$ cat src/rtl/burst_responder.sv
// -----------------------------------------------------------------------------
// burst_responder
//
// Accepts a burst request (length + seed) and streams that many beats on a
// valid/ready output. The data of beat k is seed+k, wrapping modulo 2^DW.
// A length of 0 requests the maximum burst of 2^LW beats. The burst can be
// cancelled with abort. A normally completed burst raises a one-cycle done
// pulse alongside the handshake of its last beat.
//
// Ports
//   clk        : single clock, rising edge
//   rst        : asynchronous active-high reset
//   req_valid  : request offered by the initiator
//   req_ready  : responder is idle and can take a request
//   req_len    : beat count (0 means 2^LW)
//   req_seed   : data value of the first beat
//   abort      : synchronous burst cancel (ignored when idle)
//   dout_valid : beat valid (high throughout a burst)
//   dout_ready : downstream accepts the beat
//   dout_data  : beat data
//   dout_last  : current beat is the final beat of the burst
//   done       : one-cycle pulse on the final-beat handshake of a completed burst
//   busy       : a burst is in progress
// -----------------------------------------------------------------------------
module burst_responder #(
    parameter int DW = 8,
    parameter int LW = 4
) (
    input  logic          clk,
    input  logic          rst,
    input  logic          req_valid,
    output logic          req_ready,
    input  logic [LW-1:0] req_len,
    input  logic [DW-1:0] req_seed,
    input  logic          abort,
    output logic          dout_valid,
    input  logic          dout_ready,
    output logic [DW-1:0] dout_data,
    output logic          dout_last,
    output logic          done,
    output logic          busy
);

    // One extra bit so a full burst of 2^LW beats fits in the length and
    // beat counters.
    localparam int CW = LW + 1;

    typedef enum logic {
        IDLE  = 1'b0,
        BURST = 1'b1
    } state_t;

    state_t        state_q, state_d;
    logic [CW-1:0] len_q,   len_d;
    logic [CW-1:0] cnt_q,   cnt_d;
    logic [DW-1:0] data_q,  data_d;

    logic          beat_hs;
    logic          last_beat;

    assign last_beat = (cnt_q == len_q - CW'(1));

    // NOTE: every output and next-state signal gets its default before any
    // branch, so no path through this block leaves a value unassigned and
    // no latch is inferred.
    always_comb begin
        state_d    = state_q;
        len_d      = len_q;
        cnt_d      = cnt_q;
        data_d     = data_q;
        req_ready  = 1'b0;
        dout_valid = 1'b0;
        dout_last  = 1'b0;
        done       = 1'b0;
        busy       = 1'b0;
        beat_hs    = 1'b0;

        case (state_q)
            IDLE: begin
                req_ready = 1'b1;
                if (req_valid) begin
                    state_d = BURST;
                    len_d   = (req_len == '0) ? {1'b1, {LW{1'b0}}}
                                              : {1'b0, req_len};
                    cnt_d   = '0;
                    data_d  = req_seed;
                end
            end

            BURST: begin
                busy       = 1'b1;
                dout_valid = 1'b1;
                dout_last  = last_beat;
                beat_hs    = dout_ready;

                // A handshaken beat always counts, even when abort arrives
                // in the same cycle.
                if (beat_hs) begin
                    cnt_d  = cnt_q + CW'(1);
                    data_d = data_q + DW'(1);
                end

                // Abort wins over completion: leave without a done pulse.
                if (abort) begin
                    state_d = IDLE;
                end else if (beat_hs && last_beat) begin
                    state_d = IDLE;
                    done    = 1'b1;
                end
            end

            default: begin
                state_d = IDLE;
            end
        endcase
    end

    assign dout_data = data_q;

    // NOTE: state is updated with non-blocking assignments so every flop
    // samples the values from before the edge, independent of statement order.
    always_ff @(posedge clk or posedge rst) begin
        if (rst) begin
            state_q <= IDLE;
            len_q   <= '0;
            cnt_q   <= '0;
            data_q  <= '0;
        end else begin
            state_q <= state_d;
            len_q   <= len_d;
            cnt_q   <= cnt_d;
            data_q  <= data_d;
        end
    end

endmodule
$ cat config.mk
export PLATFORM = sky130hd
export DESIGN_NAME = burst_responder
export DESIGN_NICKNAME = d
export VERILOG_FILES = /design/src/rtl/burst_responder.sv
export SDC_FILE = /design/constraint.sdc
export NUM_CORES = 1
export LEC_CHECK = 0
export ABC_AREA = 1
export CAP_MARGIN = 10
export CELL_PAD_IN_SITES_DETAIL_PLACEMENT = 1
export CELL_PAD_IN_SITES_GLOBAL_PLACEMENT = 2
export CORE_ASPECT_RATIO = 0.5
export CORE_MARGIN = 4
export CORE_UTILIZATION = 29
export CTS_CLUSTER_SIZE = 14
export DETAILED_ROUTE_END_ITERATION = 8
export DONT_BUFFER_PORTS = 1
export PLACE_DENSITY = 0.79
export SETUP_SLACK_MARGIN = 0.2
export SLEW_MARGIN = 10
export SYNTH_ARGS = -nofsm -noshare
export SYNTH_HDL_FRONTEND = slang
export SYNTH_SLANG_ARGS = --single-unit
export TNS_END_PERCENT = 1
$ cat constraint.sdc
create_clock -name clk -period 4.55 [get_ports clk]
set_clock_uncertainty 0.15 [all_clocks]
set_input_delay 0.455 -clock clk [delete_from_list [all_inputs] [get_ports clk]]
set_output_delay 0.455 -clock clk [all_outputs]
set_load 0.02 [all_outputs]
-- Yosys cells after proc, flatten, opt, wreduce, memory -nomap -nowiden
Index checks and enable logic that the tools add are counted.
- bits in registers: 19
- bits in latches: 0
- bits in writable memories: 0
- memory bits (read-only): 0
- output and inout bits: 13
- memories kept: 0
- add/sub/neg operators: 3
- multiply operators: 0
- divide/modulo/power cells: 0
- $lt $le $gt $ge: 0
- equality and inequality tests: 3
- shift-type cells: 0
- multiplexer cells: 17
- bitwise logic cells: 1
- reduce and logical (&&, ||, !) cells: 4
- operators by type and width (kind ; count):
    $mux W8 ; 2
    $pmux W8 S2 ; 1
    $mux W5 ; 3
    $pmux W5 S2 ; 1
    $mux W1 ; 9
    $add A8 B1 Y8 const B ; 1
    $add A5 B1 Y5 const B ; 1
    $eq A5 B5 Y1 ; 1
    $sub A5 B1 Y5 const B ; 1
    $logic_not A4 Y1 ; 1
    $ne A2 B2 Y1 const B ; 2
    $reduce_and A2 Y1 ; 2
    $pmux W1 S2 ; 1
    $logic_and A1 B1 Y1 ; 1
    $not A1 Y1 ; 1

-- Longest topological paths before layout
- depth after elaboration: 6
- gate-level depth with buffers: 11
- mapped depth without buffers: 11

-- Least setup slack after synthesis
OpenSTA, ideal clock, no wires.
- kind: register to output
- start point: register len_q[0]
- end point: output done
- arrival: 1393 ps
- setup slack: 2552 ps
- stages on the path, launching flop included: 10
- path buffers: 0
- path through: dfrtp_1 -> inv_1 -> ha_1 -> nand2_1 -> nand2_1 -> nor2_1 -> nand2_1 -> nor2_1 -> nand3_1 -> nor2_1
- cells in the longest elaborated chain, start to end: 6
- ends and longest elaborated chain (element ; line ; source):
    start, declared ; 54 ; logic [CW-1:0] len_q, len_d;
    start signal, assigned ; 130 ; len_q <= len_d;
    $sub A5 B1 Y5 ; 61 ; assign last_beat = (cnt_q == len_q - CW'(1));
    $eq A5 B5 Y1 ; 61 ;
    $logic_and A1 B1 Y1 ; 106 ; end else if (beat_hs && last_beat) begin
    $mux W1 ; 106 ;
    $mux W1 ; 104 ; if (abort) begin
    $mux W1 ; 78 ; case (state_q)
    end, declared ; 40 ; output logic done,
Every way passes these cells.

-- Final worst setup path
Same ends and word-level chain as after synthesis.

==> flow_summary.yaml <==
status:
  outcome: "completed"
global_routing:
  grt_pass1_wl_um: 5240
  grt_max_degree: 20
  grt-ovfl-total: 0
  grt_use_met1: 0.152
  met2_usage: 0.223
  grt_util_met3: 0.0447
  top_usage_layer: "met2"
  antenna_found_initial: 0
  track_usage: 0.130
  grt_pass1_vias: 1087
logic_synthesis:
  synth_seq_cells: 19
  synth-xor-area-share: 0
  synth.largest_area_cell: "dfrtp_1"
  yosys.area_share.simple: 0.346
  syn_area_per_cell_um2: 7.18
  synth.mux.area_fraction: 0
  ys_top_cells_by_area: "dfrtp_1 40%, nand2_1 15%, inv_1 6.6%"
  yosysWarnings: 0
  synth.top_cell.area_share: 0.399
  seq_area_frac_synth: 0.399
  syn_nets: 186
  synth_top_family_by_area: "simple AND/OR/NAND/NOR gates"
  syn_area_um2: 1190
  synth_cells: 166
  yosys.cell_types.count: 25
  synthAdderAreaFrac: 0.0315
  synth_compound_area_frac: 0.119
clock_tree:
  cts_sinks: 19
  ctsHoldBuffers: 0
  post_cts_buffers: 0
  cts-root-buf: "clkbuf_8"
  clock_latency_ns: 0.27
  htree_levels: 1
  clkTransAtPathRegs_ns: 0.08
  ctsResizeCount: 0
  cts_buffers: 3
  cts.path.max_buffers: 2
  cts_tree: "built"
route:
  avgViaCountPerCell: 4.76
  num_vias: 1056
  detail_route.wl_per_cell_um: 14.6
  drc: 0
  dr.pass1.iters: 4
  drt.antenna.violating_nets: 0
  drt_wl_total_um: 3240
  drtIter0Drc: 26
power_and_ir_drop:
  power.density_nw_per_um2: 558
  clkPwrFrac: 0.177
  internal_power_w: 0.000374
  seq_power_share: 0.474
  ir_worst_vdd_v: 0.000151
  leakagePower_nw: 0.620
  power.switching_w: 0.000345
  swShare: 0.480
  p_comb_frac: 0.349
finish:
  area_growth_pct: 8.19
  utilization: 0.328
  drive_gt1_frac: 0.0714
  antenna_cells: 0
  nets: 189
placement:
  hpwlAfterDp_um: 2500
  globalplace.congestion: 0.747
  port_buffers: 0
critical_path:
  end_kind: "output port"
  start_kind: "register"
  rrSetupSlack_ns: 2.65
  cp_data_required_time_ns: 3.94
  cp-endpoint: "done"
  cp.arrival_ns: 1.87
  r2r_cells: 7
  r2r-end: "dout_data[1]"
  worst-path-max-fanout: 4
  slowest_stage: "dfrtp_1"
  cpLargestDelayFamily: "simple AND/OR/NAND/NOR gates"
  r2r-start: "state_q"
  crit_start: "len_q[0]"
  crit_chain: "inv_1 > ha_1 > nand2_1 > nand2_1 > nor2_1 > nand2_1 > nor2_1 > nand3_1 > nor2_1"
  slowest_delay_ns: 0.38
  worst-path-stages: 9
  crit_type: "register to output port"
  cp.buffers_inverters: 1
floorplanning:
  die_w_um: 98.6
  row_count: 16
  coreArea_um2: 3920
  boundaryPins: 30
  chipHeight_um: 53.3
  start_util: 0.304
  die-area_um2: 5260
sta:
  rsz0062_at_grt: "false"
  slew_headroom: 0.476
  tightest_slew_ns: 0.785
  max_freq_ghz: 0.405
  setup_viol: 0
  hold_violations: 0
  drv_slew: 0
  post-route-period-util: 0.543
  fin_crit_ns: 2.47
  fin_setup_tns_ns: 0
worst_hold_path:
  hold_path.class: "input port to asynchronous set/reset pin"
job:
  max_cap_violations: 0
==> cell usage after synthesis <==
library cell	count
nand2_1	49
inv_1	21
dfrtp_1	19
nor2_1	19
nand3_1	12
a21oi_1	10
o21ai_0	9
nor3_1	4
ha_1	3
inv_4	3
nand4_1	2
o22ai_1	2
a211oi_1	1
a21o_1	1
a31oi_1	1
and2_1	1
buf_4	1
buf_6	1
inv_6	1
nand2_4	1
nand2_8	1
nor2_8	1
o211ai_1	1
o21ai_1	1
or2_2	1
==> state kept, by name (all words and copies together), names as in the netlist <==
signal     count
dout_data      8
cnt_q          5
state_q        1
len_q          5
==> power by group through the flow <==
stage	clock network (W)	registers, W	logic (W)
floorplan	0	0.000320	0.000213
global placement	0	0.000344	0.000247
detailed placement	0	0.000346	0.000256
CTS	0.000133	0.000344	0.000257
global route	0.000137	0.000355	0.000294
finish	0.000127	0.000341	0.000251
==> cells by family (layout without fill, tap and decap cells) <==
logic type,after synthesis,after routing
and+or+nand+nor,91,91
adders and majority gates,3,3
AOI/OAI and AO/OA,26,26
DFF,19,19
buffers and inverters,27,29
==> how the worst min path moves through the flow <==
stage / startpoint / to / slack (ns) / depth (start not counted)
2_1_floorplan: rst / cnt_q[0] / 0.26 / 1
6_report: rst / cnt_q[0] / 0.06 / 1
3_5_place_dp: cnt_q[3] / cnt_q[3] / 0.36 / 1
5_1_grt: rst / dout_data[7] / 0.13 / 1
4_1_cts: rst / dout_data[7] / 0.1 / 1
3_3_place_gp: cnt_q[3] / cnt_q[3] / 0.34 / 1
==> metal layers <==
layer | part of all wire | vias to the layer above
met5 | 0 | -
met4 | 0.016 | 0
met3 | 0.056 | 4
met2 | 0.46 | 18
met1 | 0.46 | 494
li1 | - | 540
==> worst register-to-register path, stage by stage (launching register included) <==
cell and delay [ns]:
dfrtp_1 0.83, inv_4 0.21, nand2_8 0.16, inv_6 0.08
nor2_8 0.14, inv_4 0.08, nor2_1 0.10, a31oi_1 0.05
==> stage by stage <==
step / total power [W] / area [µm²] / hold slack [ns] / setup WS (ns) / cells
6_report: 0.000719 / 1290 / 0.0624 / 2.08 / 222
4_1_cts: 0.000734 / 1290 / 0.0994 / 2.03 / 222
5_1_grt: 0.000786 / 1290 / 0.132 / 1.94 / 222
3_5_place_dp: 0.000602 / 1240 / 0.358 / 2.35 / 218
2_1_floorplan: 0.000533 / 1190 / 0.256 / 2.55 / 166
3_3_place_gp: 0.000591 / 1240 / 0.341 / 2.41 / 218
==> placed cells by master, fill, tap and decap left out, drive strengths merged, types with 2 or more instances in the layout <==
cell     n
dfrtp   19
inv     25
ha       3
o22ai    2
nor2    20
nand4    2
a21oi   10
nand3   12
nor3     4
o21ai   10
clkbuf   3
nand2   51
==> area by class of cell <==
| cell class | instances | area (µm²) |
|---|---|---|
| Clock buffer | 3 | 41.3 |
| Clock inverter | 1 | 7.51 |
| Fill cell | 513 | 2640 |
| Inverter | 25 | 106 |
| Multi-Input combinational cell | 120 | 591 |
| Sequential cell | 19 | 475 |
| Tap cell | 54 | 67.6 |
(Power assumes the default switching activity.)
